**src/rtl/pc_pkg.sv**
```systemverilog
// Shared next-PC mode encodings, imported by decode and the PC unit.
//   pcsel_t        : 3-bit next-PC select code
//   PCSEL_*        : mode encodings (110/111 are reserved)
//   pcsel_reserved : true for the reserved encodings
package pc_pkg;

  typedef logic [2:0] pcsel_t;

  localparam pcsel_t PCSEL_NORMAL = 3'b000;
  localparam pcsel_t PCSEL_BEQ    = 3'b001;
  localparam pcsel_t PCSEL_JMP    = 3'b010;
  localparam pcsel_t PCSEL_BNE    = 3'b011;
  localparam pcsel_t PCSEL_CALL   = 3'b100;
  localparam pcsel_t PCSEL_RET    = 3'b101;

  function automatic logic pcsel_reserved(input pcsel_t sel);
    return sel[2] & sel[1];
  endfunction

endpackage

```
**src/rtl/ras_stack.sv**
```systemverilog
// Circular return-address stack. A push when full overwrites the oldest
// entry, so the newest DEPTH addresses are always retained.
//   clk, rst  : clock, synchronous active-high reset (empties the stack)
//   push      : write push_data as the new top
//   pop       : discard the top entry (ignored when empty)
//   push_data : address to push
//   top_data  : current top entry (undefined when empty)
//   count     : number of valid entries, 0..DEPTH
//   full      : count == DEPTH
//   empty     : count == 0
module ras_stack #(
  parameter int unsigned WIDTH = 32,
  parameter int unsigned DEPTH = 8,
  localparam int unsigned PTR_W = $clog2(DEPTH),
  localparam int unsigned CNT_W = PTR_W + 1
) (
  input  logic             clk,
  input  logic             rst,
  input  logic             push,
  input  logic             pop,
  input  logic [WIDTH-1:0] push_data,
  output logic [WIDTH-1:0] top_data,
  output logic [CNT_W-1:0] count,
  output logic             full,
  output logic             empty
);

  logic [WIDTH-1:0] mem [DEPTH];
  logic [PTR_W-1:0] wr_ptr;

  // Pointer/count update; wr_ptr always names the slot the next push fills.
  always_ff @(posedge clk) begin
    if (rst) begin
      wr_ptr <= '0;
      count  <= '0;
    end else if (push) begin
      wr_ptr <= wr_ptr + PTR_W'(1);
      if (count != CNT_W'(DEPTH)) count <= count + CNT_W'(1);
    end else if (pop && (count != '0)) begin
      wr_ptr <= wr_ptr - PTR_W'(1);
      count  <= count - CNT_W'(1);
    end
  end

  // Storage needs no reset: entries beyond count are never observed.
  always_ff @(posedge clk) begin
    if (push) mem[wr_ptr] <= push_data;
  end

  assign top_data = mem[wr_ptr - PTR_W'(1)];
  assign full     = (count == CNT_W'(DEPTH));
  assign empty    = (count == '0);

endmodule

```
**src/rtl/pc_unit_ras.sv**
```systemverilog
// Program-counter unit with signed branches, CALL/RET through a return
// stack, and sticky error flags.
//   clk, rst      : clock, synchronous active-high reset
//   clk_en        : advance enable (0 = stall, all state holds)
//   pcsel         : next-PC mode (see pc_pkg)
//   offset        : signed branch displacement in words
//   address       : JMP/CALL target, BEQ/BNE compare operand
//   clr_err       : clear sticky flags (honoured even when stalled)
//   pc_out        : current PC
//   ras_count     : valid return-stack entries
//   err_overflow  : CALL seen with stack full
//   err_underflow : RET seen with stack empty
//   err_illegal   : reserved pcsel seen while enabled
module pc_unit_ras
  import pc_pkg::*;
#(
  parameter int unsigned          PC_WIDTH     = 32,
  parameter int unsigned          OFF_WIDTH    = 16,
  parameter int unsigned          RAS_DEPTH    = 8,
  parameter logic [PC_WIDTH-1:0]  RESET_VECTOR = '0,
  localparam int unsigned         CNT_W        = $clog2(RAS_DEPTH) + 1
) (
  input  logic                 clk,
  input  logic                 rst,
  input  logic                 clk_en,
  input  pcsel_t               pcsel,
  input  logic [OFF_WIDTH-1:0] offset,
  input  logic [PC_WIDTH-1:0]  address,
  input  logic                 clr_err,
  output logic [PC_WIDTH-1:0]  pc_out,
  output logic [CNT_W-1:0]     ras_count,
  output logic                 err_overflow,
  output logic                 err_underflow,
  output logic                 err_illegal
);

  logic [PC_WIDTH-1:0] off_ext;
  logic [PC_WIDTH-1:0] seq;
  logic [PC_WIDTH-1:0] br;
  logic [PC_WIDTH-1:0] next_pc;
  logic [PC_WIDTH-1:0] ras_top;
  logic                ras_push;
  logic                ras_pop;
  logic                ras_full;
  logic                ras_empty;
  logic                set_ovf;
  logic                set_unf;
  logic                set_ill;

  assign off_ext = PC_WIDTH'($signed(offset));
  assign seq     = pc_out + PC_WIDTH'(1);
  assign br      = seq + off_ext;

  // Next-PC select; stack side effects only fire when the unit advances.
  always_comb begin
    next_pc  = seq;
    ras_push = 1'b0;
    ras_pop  = 1'b0;
    set_ovf  = 1'b0;
    set_unf  = 1'b0;
    set_ill  = 1'b0;
    case (pcsel)
      PCSEL_NORMAL: ;
      PCSEL_BEQ:  if (address == '0) next_pc = br;
      PCSEL_BNE:  if (address != '0) next_pc = br;
      PCSEL_JMP:  next_pc = address;
      PCSEL_CALL: begin
        next_pc  = address;
        ras_push = clk_en;
        set_ovf  = ras_full;
      end
      PCSEL_RET: begin
        if (!ras_empty) begin
          next_pc = ras_top;
          ras_pop = clk_en;
        end else begin
          set_unf = 1'b1;
        end
      end
      default: set_ill = pcsel_reserved(pcsel);
    endcase
  end

  // PC register.
  always_ff @(posedge clk) begin
    if (rst) begin
      pc_out <= RESET_VECTOR;
    end else if (clk_en) begin
      pc_out <= next_pc;
    end
  end

  // Sticky flags: a new error in the same cycle as clr_err wins.
  always_ff @(posedge clk) begin
    if (rst) begin
      err_overflow  <= 1'b0;
      err_underflow <= 1'b0;
      err_illegal   <= 1'b0;
    end else begin
      if (clr_err) begin
        err_overflow  <= 1'b0;
        err_underflow <= 1'b0;
        err_illegal   <= 1'b0;
      end
      if (clk_en) begin
        if (set_ovf) err_overflow  <= 1'b1;
        if (set_unf) err_underflow <= 1'b1;
        if (set_ill) err_illegal   <= 1'b1;
      end
    end
  end

  ras_stack #(
    .WIDTH (PC_WIDTH),
    .DEPTH (RAS_DEPTH)
  ) u_ras (
    .clk       (clk),
    .rst       (rst),
    .push      (ras_push),
    .pop       (ras_pop),
    .push_data (seq),
    .top_data  (ras_top),
    .count     (ras_count),
    .full      (ras_full),
    .empty     (ras_empty)
  );

endmodule

```
**config.mk**
```make
export PLATFORM = sky130hd
export DESIGN_NAME = pc_unit_ras
export DESIGN_NICKNAME = d
export VERILOG_FILES = /design/src/rtl/pc_pkg.sv /design/src/rtl/ras_stack.sv /design/src/rtl/pc_unit_ras.sv
export SDC_FILE = /design/constraint.sdc
export NUM_CORES = 1
export LEC_CHECK = 0
export BUFFER_PORTS_ARGS = -buffer_cell sky130_fd_sc_hd__buf_2
export CAP_MARGIN = 10
export CORE_ASPECT_RATIO = 0.75
export CORE_MARGIN = 2
export CORE_UTILIZATION = 60
export DETAILED_ROUTE_END_ITERATION = 16
export PLACE_DENSITY = 0.79
export SETUP_SLACK_MARGIN = 0.15
export SYNTH_ARGS = -nofsm -noshare
export SYNTH_HDL_FRONTEND = slang
export SYNTH_SLANG_ARGS = --single-unit
```
**constraint.sdc**
```tcl
create_clock -name clk -period 5.1 [get_ports clk]
set_clock_uncertainty 0.1 [all_clocks]
set_input_delay 0.51 -clock clk [delete_from_list [all_inputs] [get_ports clk]]
set_output_delay 0.51 -clock clk [all_outputs]
set_load 0.005 [all_outputs]
```
==> results_dict.tcl, run 1 <==
set metrics [dict create \
    status "finished, final reports clean" \
    vdd_drop_max_v 0.000297 \
    grt_max_degree 46 \
    clock_sink_count 298 \
    timing.max_cap.violations 0 \
    area.growth.synth_to_final_pct 14.2 \
    worst_ep_required_time_ns 5.49 \
    track_usage_pct 32.5 \
    synth.largest_area_cell "sky130_fd_sc_hd__edfxtp_1" \
    nFillCells 1646 \
    rsz0062_at_grt "false" \
    num_antenna_cells 0 \
    number_of_antenna_violations_at_the_first_check_in_global_routing 0 \
    layout-drive-gt1-share_pct 22.4 \
    post_cts_setup_driven_buffer_insertion_count 0 \
    std_cell_rows 49 \
    static-leakage-power_nw 6.19 \
    cts.htree.levels 1 \
    dpl.cell_count 1524 \
    avgSynthCellArea_um2 13.2 \
    synth_enable_flop_cells 256 \
    yosys_reg_bits 298 \
    powerDensity_nw_per_um2 354 \
    synth_area_um2 14700 \
    final_nets 1326 \
    ctsHoldBuffers 0 \
    critPathArrivalTime_ns 4.93 \
    die_y_um 139 \
    syn-num-nets 1215 \
    path_clk_slew_ns 0.07 \
    worst-slew-pin-transition_ns 1.17 \
    detailedPlacementHpwl_um 27400 \
    setup.worst_path.start_class "register" \
    synth.yosys.seq_area_share_pct 58.1 \
    finalCritPeriodShare_pct 89.0 \
    buffer_ports.inserted 93 \
    start_util_pct 61.2 \
    finalSetupTns_ns 0 \
    setup_viol 0 \
    place.gp.congestion 0.944 \
    grt.overflow.total 0 \
    final_hold_viol_count 0 \
    postRouteAntennaNets 0 \
    die_width_um 185 \
    drt_pre_antenna_iters 6 \
    stdcell_count 1577 \
    number_of_global_route_vias_before_repair 9893 \
    die-area_um2 25700 \
    num_vias 10577 \
    numCtsBuffers 29 \
    fmax_ghz 0.220 \
    crit_type "register to register" \
    asyncSetResetFlopFracSynth_pct 0 \
    cts_root_buf "sky130_fd_sc_hd__clkbuf_16" \
    number_of_vias_per_cell_after_detailed_routing 6.71 \
    synth_flop_cell "sky130_fd_sc_hd__edfxtp_1" \
    yosysTopAreaCellShare_pct 52.4 \
    synth.distinct_cells 76 \
    finalCriticalPeriod_ns 4.54 \
    drt_wl_total_um 41500 \
    ioPinCount 94 \
    clock_tree.buffer_depth 3 \
    yosysWarnings 0 \
    grt_pass1_wl_um 61800 \
    timing.max_slew.rel_slack_pct 21.5 \
    remaining_drc_errors 0 \
    report.final.slew_viol_count 0 \
    first_iter_violations 1564 \
    post_drt_wl_per_cell_um 26.3 \
    cts_tree "done" \
    timing.critical_path.fanout_max 9 \
    synthTopCellsByArea "sky130_fd_sc_hd__edfxtp_1 52%, sky130_fd_sc_hd__mux4_2 9.8%, sky130_fd_sc_hd__dfxtp_1 5.7%" \
    hold_path_class "input port to register" \
    core_um2 24000 \
    mapped_cells 1113 \
    ctsResizeCount 0 \
    clock_latency_ns 0.57 \
    critical_path.endpoint_type "register" \
]
-- cell usage in the layout, fill, tap and decap left out, drive strengths merged, types with 34 or more instances in the layout --
| master | instances |
|---|---|
| mux4 | 64 |
| ha | 45 |
| o21ai | 34 |
| a21oi | 59 |
| nor2 | 72 |
| dfxtp | 42 |
| nand2 | 126 |
| xnor2 | 38 |
| edfxtp | 256 |
| buf | 135 |
| clkbuf | 35 |
-- path summary, 6_finish.rpt --
check / start / to / slack (ns) / depth (start not counted)
worst max-delay path: pc_out[2] / pc_out[28] / 0.56 / 15
worst min-delay path: clr_err / err_overflow / 0.20 / 4
worst max register to register: pc_out[2] / pc_out[28] / 0.56 / 15
worst min register to register: err_overflow / err_overflow / 0.40 / 2
-- power breakdown --
part / total [W] / internal, W / leakage [nW] / switching [W]
clock network: 0.00240 / 0.00145 / 0.519 / 0.000951
logic: 0.000797 / 0.000302 / 2.97 / 0.000495
registers: 0.00274 / 0.00270 / 2.70 / 0.0000460
total: 0.00594 / 0.00445 / 6.19 / 0.00149
-- sequential cells by signal, summed over array words and instances, names as in the netlist --
register and count:
err_underflow 1, u_ras.count 4, pc_out 32, err_overflow 1, u_ras.wr_ptr 3, u_ras.mem 256, err_illegal 1
-- synth_stat cells, types with 6 or more instances --
cell type	instances
sky130_fd_sc_hd__o211ai_1	8
sky130_fd_sc_hd__a221o_1	17
sky130_fd_sc_hd__inv_1	26
sky130_fd_sc_hd__buf_2	14
sky130_fd_sc_hd__o21ai_0	32
sky130_fd_sc_hd__clkbuf_1	30
sky130_fd_sc_hd__edfxtp_1	256
sky130_fd_sc_hd__nor4_1	12
sky130_fd_sc_hd__a211oi_1	10
sky130_fd_sc_hd__xnor2_1	37
sky130_fd_sc_hd__a221oi_1	19
sky130_fd_sc_hd__xor2_1	24
sky130_fd_sc_hd__nand2_1	126
sky130_fd_sc_hd__and4_1	6
sky130_fd_sc_hd__nor3_1	32
sky130_fd_sc_hd__nor2_1	72
sky130_fd_sc_hd__ha_1	45
sky130_fd_sc_hd__dfxtp_1	42
sky130_fd_sc_hd__nand3_1	26
sky130_fd_sc_hd__mux4_2	64
sky130_fd_sc_hd__and3_1	6
sky130_fd_sc_hd__a21oi_1	58
sky130_fd_sc_hd__nand4_1	15
sky130_fd_sc_hd__a21o_1	27
-- layer usage --
metal	share of wire, %	GRT usage, %	up-vias	wire length, um
met5	0	0	-	0
met4	3.1	10.4	0	1300
met3	11	6.23	100	4770
met2	44	47.7	688	18400
met1	41	49.5	5221	17000
li1	-	-	4568	-
-- metrics by stage --
| stage | cell area (um^2) | total power [W] | utilization [%] | worst slack [ns] | hold WS (ns) |
|---|---|---|---|---|---|
| 6_report | 16800 | 0.00594 | 70.0 | 0.562 | 0.199 |
| 5_1_grt | 16800 | 0.00611 | 70.0 | 0.420 | 0.228 |
| 4_1_cts | 16800 | 0.00593 | 70.0 | 0.723 | 0.204 |
| 3_5_place_dp | 15700 | 0.00357 | 65.5 | 0.757 | 0.385 |
| 3_3_place_gp | 15700 | 0.00355 | 65.5 | 0.834 | 0.374 |
| 2_1_floorplan | 14700 | 0.00329 | - | 0.923 | 0.380 |
-- area by class of cell --
type                       count  area, um^2  area share (%)
inverter                      26        97.6           0.582
timing repair buffer         135         781            4.66
tap                          331         414            2.47
clock inverter                18         298            1.78
sequential                   298        8530            50.9
clock buffer                  35         778            4.64
multi-input combinational    734        5870            35.0
-- cells by family (layout without fill, tap and decap cells) --
family	count (synthesis)	count (layout)	share of synthesized area, %
buffers and inverters	81	214	2.54
AND/OR/NAND/NOR	327	327	10.4
flip-flops	298	298	58.1
XOR/XNOR	62	62	3.75
adder cells (fa/ha/maj)	47	47	4.11
AO/OA/AOI/OAI	229	229	10.9
multiplexers	69	69	10.2
-- critical path: stages, from the launching register on --
cell	delay (ns)
sky130_fd_sc_hd__dfxtp_1	0.48
sky130_fd_sc_hd__and4_1	0.45
sky130_fd_sc_hd__nand3_1	0.22
sky130_fd_sc_hd__nor3_1	0.41
sky130_fd_sc_hd__nand3_1	0.15
sky130_fd_sc_hd__xor2_1	0.27
sky130_fd_sc_hd__inv_1	0.25
sky130_fd_sc_hd__ha_1	0.39
sky130_fd_sc_hd__a21o_1	0.25
sky130_fd_sc_hd__a21o_1	0.19
sky130_fd_sc_hd__a21o_1	0.21
sky130_fd_sc_hd__a21oi_1	0.16
sky130_fd_sc_hd__o21bai_1	0.11
sky130_fd_sc_hd__a31o_2	0.27
sky130_fd_sc_hd__or4_4	0.42
sky130_fd_sc_hd__o211ai_2	0.14
Note: power is estimated with default switching activity, not from simulation.
==> inputs of run 2 (changes only) <==
--- a/config.mk
+++ b/config.mk
@@ -10,6 +10,7 @@
 export CORE_ASPECT_RATIO = 0.75
 export CORE_MARGIN = 2
 export CORE_UTILIZATION = 60
+export CTS_BUF_LIST = sky130_fd_sc_hd__clkbuf_16
 export DETAILED_ROUTE_END_ITERATION = 16
 export PLACE_DENSITY = 0.79
 export SETUP_SLACK_MARGIN = 0.15
==> run 2 against run 1 <==
Routed wire length about the same. Highest routed layer unchanged. Maximum frequency rose by 0.43%. Worst setup slack better by 0.019 ns. Critical path depth down 3. Register-to-register slack improved by 0.02 ns. Core utilization shrank 0.13 points. Critical endpoint is now pc_out[31]. Die area stayed put. Via count barely moved. Largest cell class unchanged. Non-clock buffer count is the same. Sequential cell count unchanged. First-iteration DRC count shrank 2.2%.
==> results_dict.tcl, run 2 (synthesized netlist as in run 1, its figures left out) <==
set metrics [dict create \
    status "finished, final reports clean" \
    buffer_ports.inserted 93 \
    detailedPlacementHpwl_um 27400 \
    grt_pass1_wl_um 61800 \
    crit_type "register to register" \
    finalCritPeriodShare_pct 88.6 \
    cts_root_buf "sky130_fd_sc_hd__clkbuf_16" \
    timing.reg2reg.setup_slack_ns 0.58 \
    path_clk_slew_ns 0.07 \
    ctsHoldBuffers 0 \
    largest_reg_flops 256 \
    crit_path_end "pc_out[31]" \
    p_clk_share_pct 39.9 \
    timing.max_cap.violations 0 \
    number_of_antenna_violations_at_the_first_check_in_global_routing 0 \
    layout_top_registers "u_ras.mem x256, pc_out x32, u_ras.count x4" \
    ctsResizeCount 0 \
    std_cell_rows 49 \
    grt_max_degree 46 \
    powerDensity_nw_per_um2 352 \
    hold_path_class "input port to register" \
    timing.critical_path.fanout_max 11 \
    registers.top_by_ff_count "u_ras.mem" \
    track_usage_pct 32.5 \
    p_int_w 0.00440 \
    fmax_ghz 0.221 \
    core_um2 24000 \
    place.gp.congestion 0.944 \
    clock_latency_ns 0.57 \
    first_iter_violations 1530 \
    area.growth.synth_to_final_pct 14.0 \
    whs_ns 0.195 \
    setup.worst_path.start_class "register" \
    critical_path.endpoint_type "register" \
    setup_viol 0 \
    reg2reg_from "pc_out[2]" \
    critPathArrivalTime_ns 4.87 \
    num_antenna_cells 0 \
    rsz0062_at_grt "false" \
    cts.htree.levels 1 \
    postRouteAntennaNets 0 \
    finalSetupTns_ns 0 \
    reg2reg_to "pc_out[31]" \
    timing.critical_path.cells "and4_1 -> nand3_1 -> xnor2_1 -> ha_1 -> and3_1 -> o21ai_0 -> o211ai_1 -> o21bai_1 -> o2111ai_1 -> a41oi_1 -> xor2_1 -> a22o_1" \
    report.final.slew_viol_count 0 \
    remaining_drc_errors 0 \
    sw_frac_of_total_pct 25.3 \
    die_y_um 139 \
    worst_path_max_delay_cell "sky130_fd_sc_hd__xnor2_1" \
    ioPinCount 94 \
    number_of_vias_per_cell_after_detailed_routing 6.71 \
    worstRegToRegCells 12 \
    grt.overflow.total 0 \
    finalCriticalPeriod_ns 4.52 \
    numCtsBuffers 29 \
    num_vias 10586 \
    worst-slew-pin-transition_ns 1.14 \
    layout-drive-gt1-share_pct 22.2 \
    comb_power_share_pct 13.6 \
    drt_pre_antenna_iters 6 \
    final_hold_viol_count 0 \
    number_of_global_route_vias_before_repair 9898 \
    net_load_switching_power_w 0.00149 \
    drt_wl_total_um 41500 \
    timing.max_slew.rel_slack_pct 23.2 \
    static-leakage-power_nw 6.18 \
    die-area_um2 25700 \
    cts_tree "done" \
    most_common_cell_after_layout_fill_and_taps_aside "sky130_fd_sc_hd__edfxtp_1" \
    worst_ep_required_time_ns 5.45 \
    most-common-layout-cells "256 x sky130_fd_sc_hd__edfxtp_1, 126 x sky130_fd_sc_hd__nand2_1, 93 x sky130_fd_sc_hd__buf_2" \
    clock_tree.buffer_depth 3 \
    crit_start "pc_out[2]" \
    post_drt_wl_per_cell_um 26.3 \
    start_util_pct 61.2 \
    cp_slowest_stage_delay_ns 0.91 \
    post_cts_setup_driven_buffer_insertion_count 0 \
    vdd_drop_max_v 0.000297 \
    clock_sink_count 298 \
    share_seq_of_total_power_pct 46.6 \
    final_nets 1326 \
    die_width_um 185 \
]
[run 2: changes by cell type in the layout (fill, tap and decap cells not counted), sizes merged]
| cell | delta |
|---|---|
| clkbuf | -6 |
| clkinv | +3 |
| inv | +3 |
[run 2: area by class of cell]
type                       count  area [um^2]
clock buffer                  29          726
clock inverter                24          320
fill                        1653         7230
inverter                      26         97.6
multi-input combinational    734         5870
sequential                   298         8530
tap                          331          414
timing repair buffer         135          781
[run 2: worst min-delay path by stage]
stage	from	end	slack (ns)	depth (start not counted)
2_1_floorplan	err_illegal	err_illegal	0.38	2
3_3_place_gp	err_overflow	err_overflow	0.37	2
3_5_place_dp	err_overflow	err_overflow	0.38	2
4_1_cts	clr_err	err_overflow	0.20	4
5_1_grt	clr_err	err_overflow	0.23	4
6_report	clr_err	err_overflow	0.19	4
[run 2: worst max-delay path, delay by kind of cell (launching register included)]
family	cells	cell delay [ns]
xor gates and xnor gates	2	1.00
AOI/OAI and AO/OA	6	1.58
DFF	1	0.48
and+or+nand+nor	3	0.77
adders and majority gates	1	0.45
[run 2: power groups by stage]
| stage | Clock (W) | Sequential, W | Combinational, W |
|---|---|---|---|
| 2_1_floorplan | 0 | 0.00278 | 0.000508 |
| 5_1_grt | 0.00245 | 0.00275 | 0.000857 |
| 6_report | 0.00235 | 0.00274 | 0.000798 |
| 4_1_cts | 0.00236 | 0.00274 | 0.000781 |
| 3_3_place_gp | 0 | 0.00279 | 0.000764 |
| 3_5_place_dp | 0 | 0.00279 | 0.000773 |
[run 2: stage by stage]
step                      std cells  area, um^2  worst slack, ns  total power (W)  util [%]
final                          1577       16700            0.581          0.00589      69.8
after global routing           1577       16700            0.419          0.00606      69.8
after CTS                      1577       16700            0.723          0.00588      69.8
after detailed placement       1524       15700            0.757          0.00357      65.5
after global placement         1524       15700            0.834          0.00355      65.5
after floorplan                1113       14700            0.923          0.00329         -
[run 2: metal layers]
metal	GRT usage (%)	wire length, um
met5	0	0
met4	10.4	1350
met3	6.23	4880
met2	47.7	18400
met1	49.5	16900
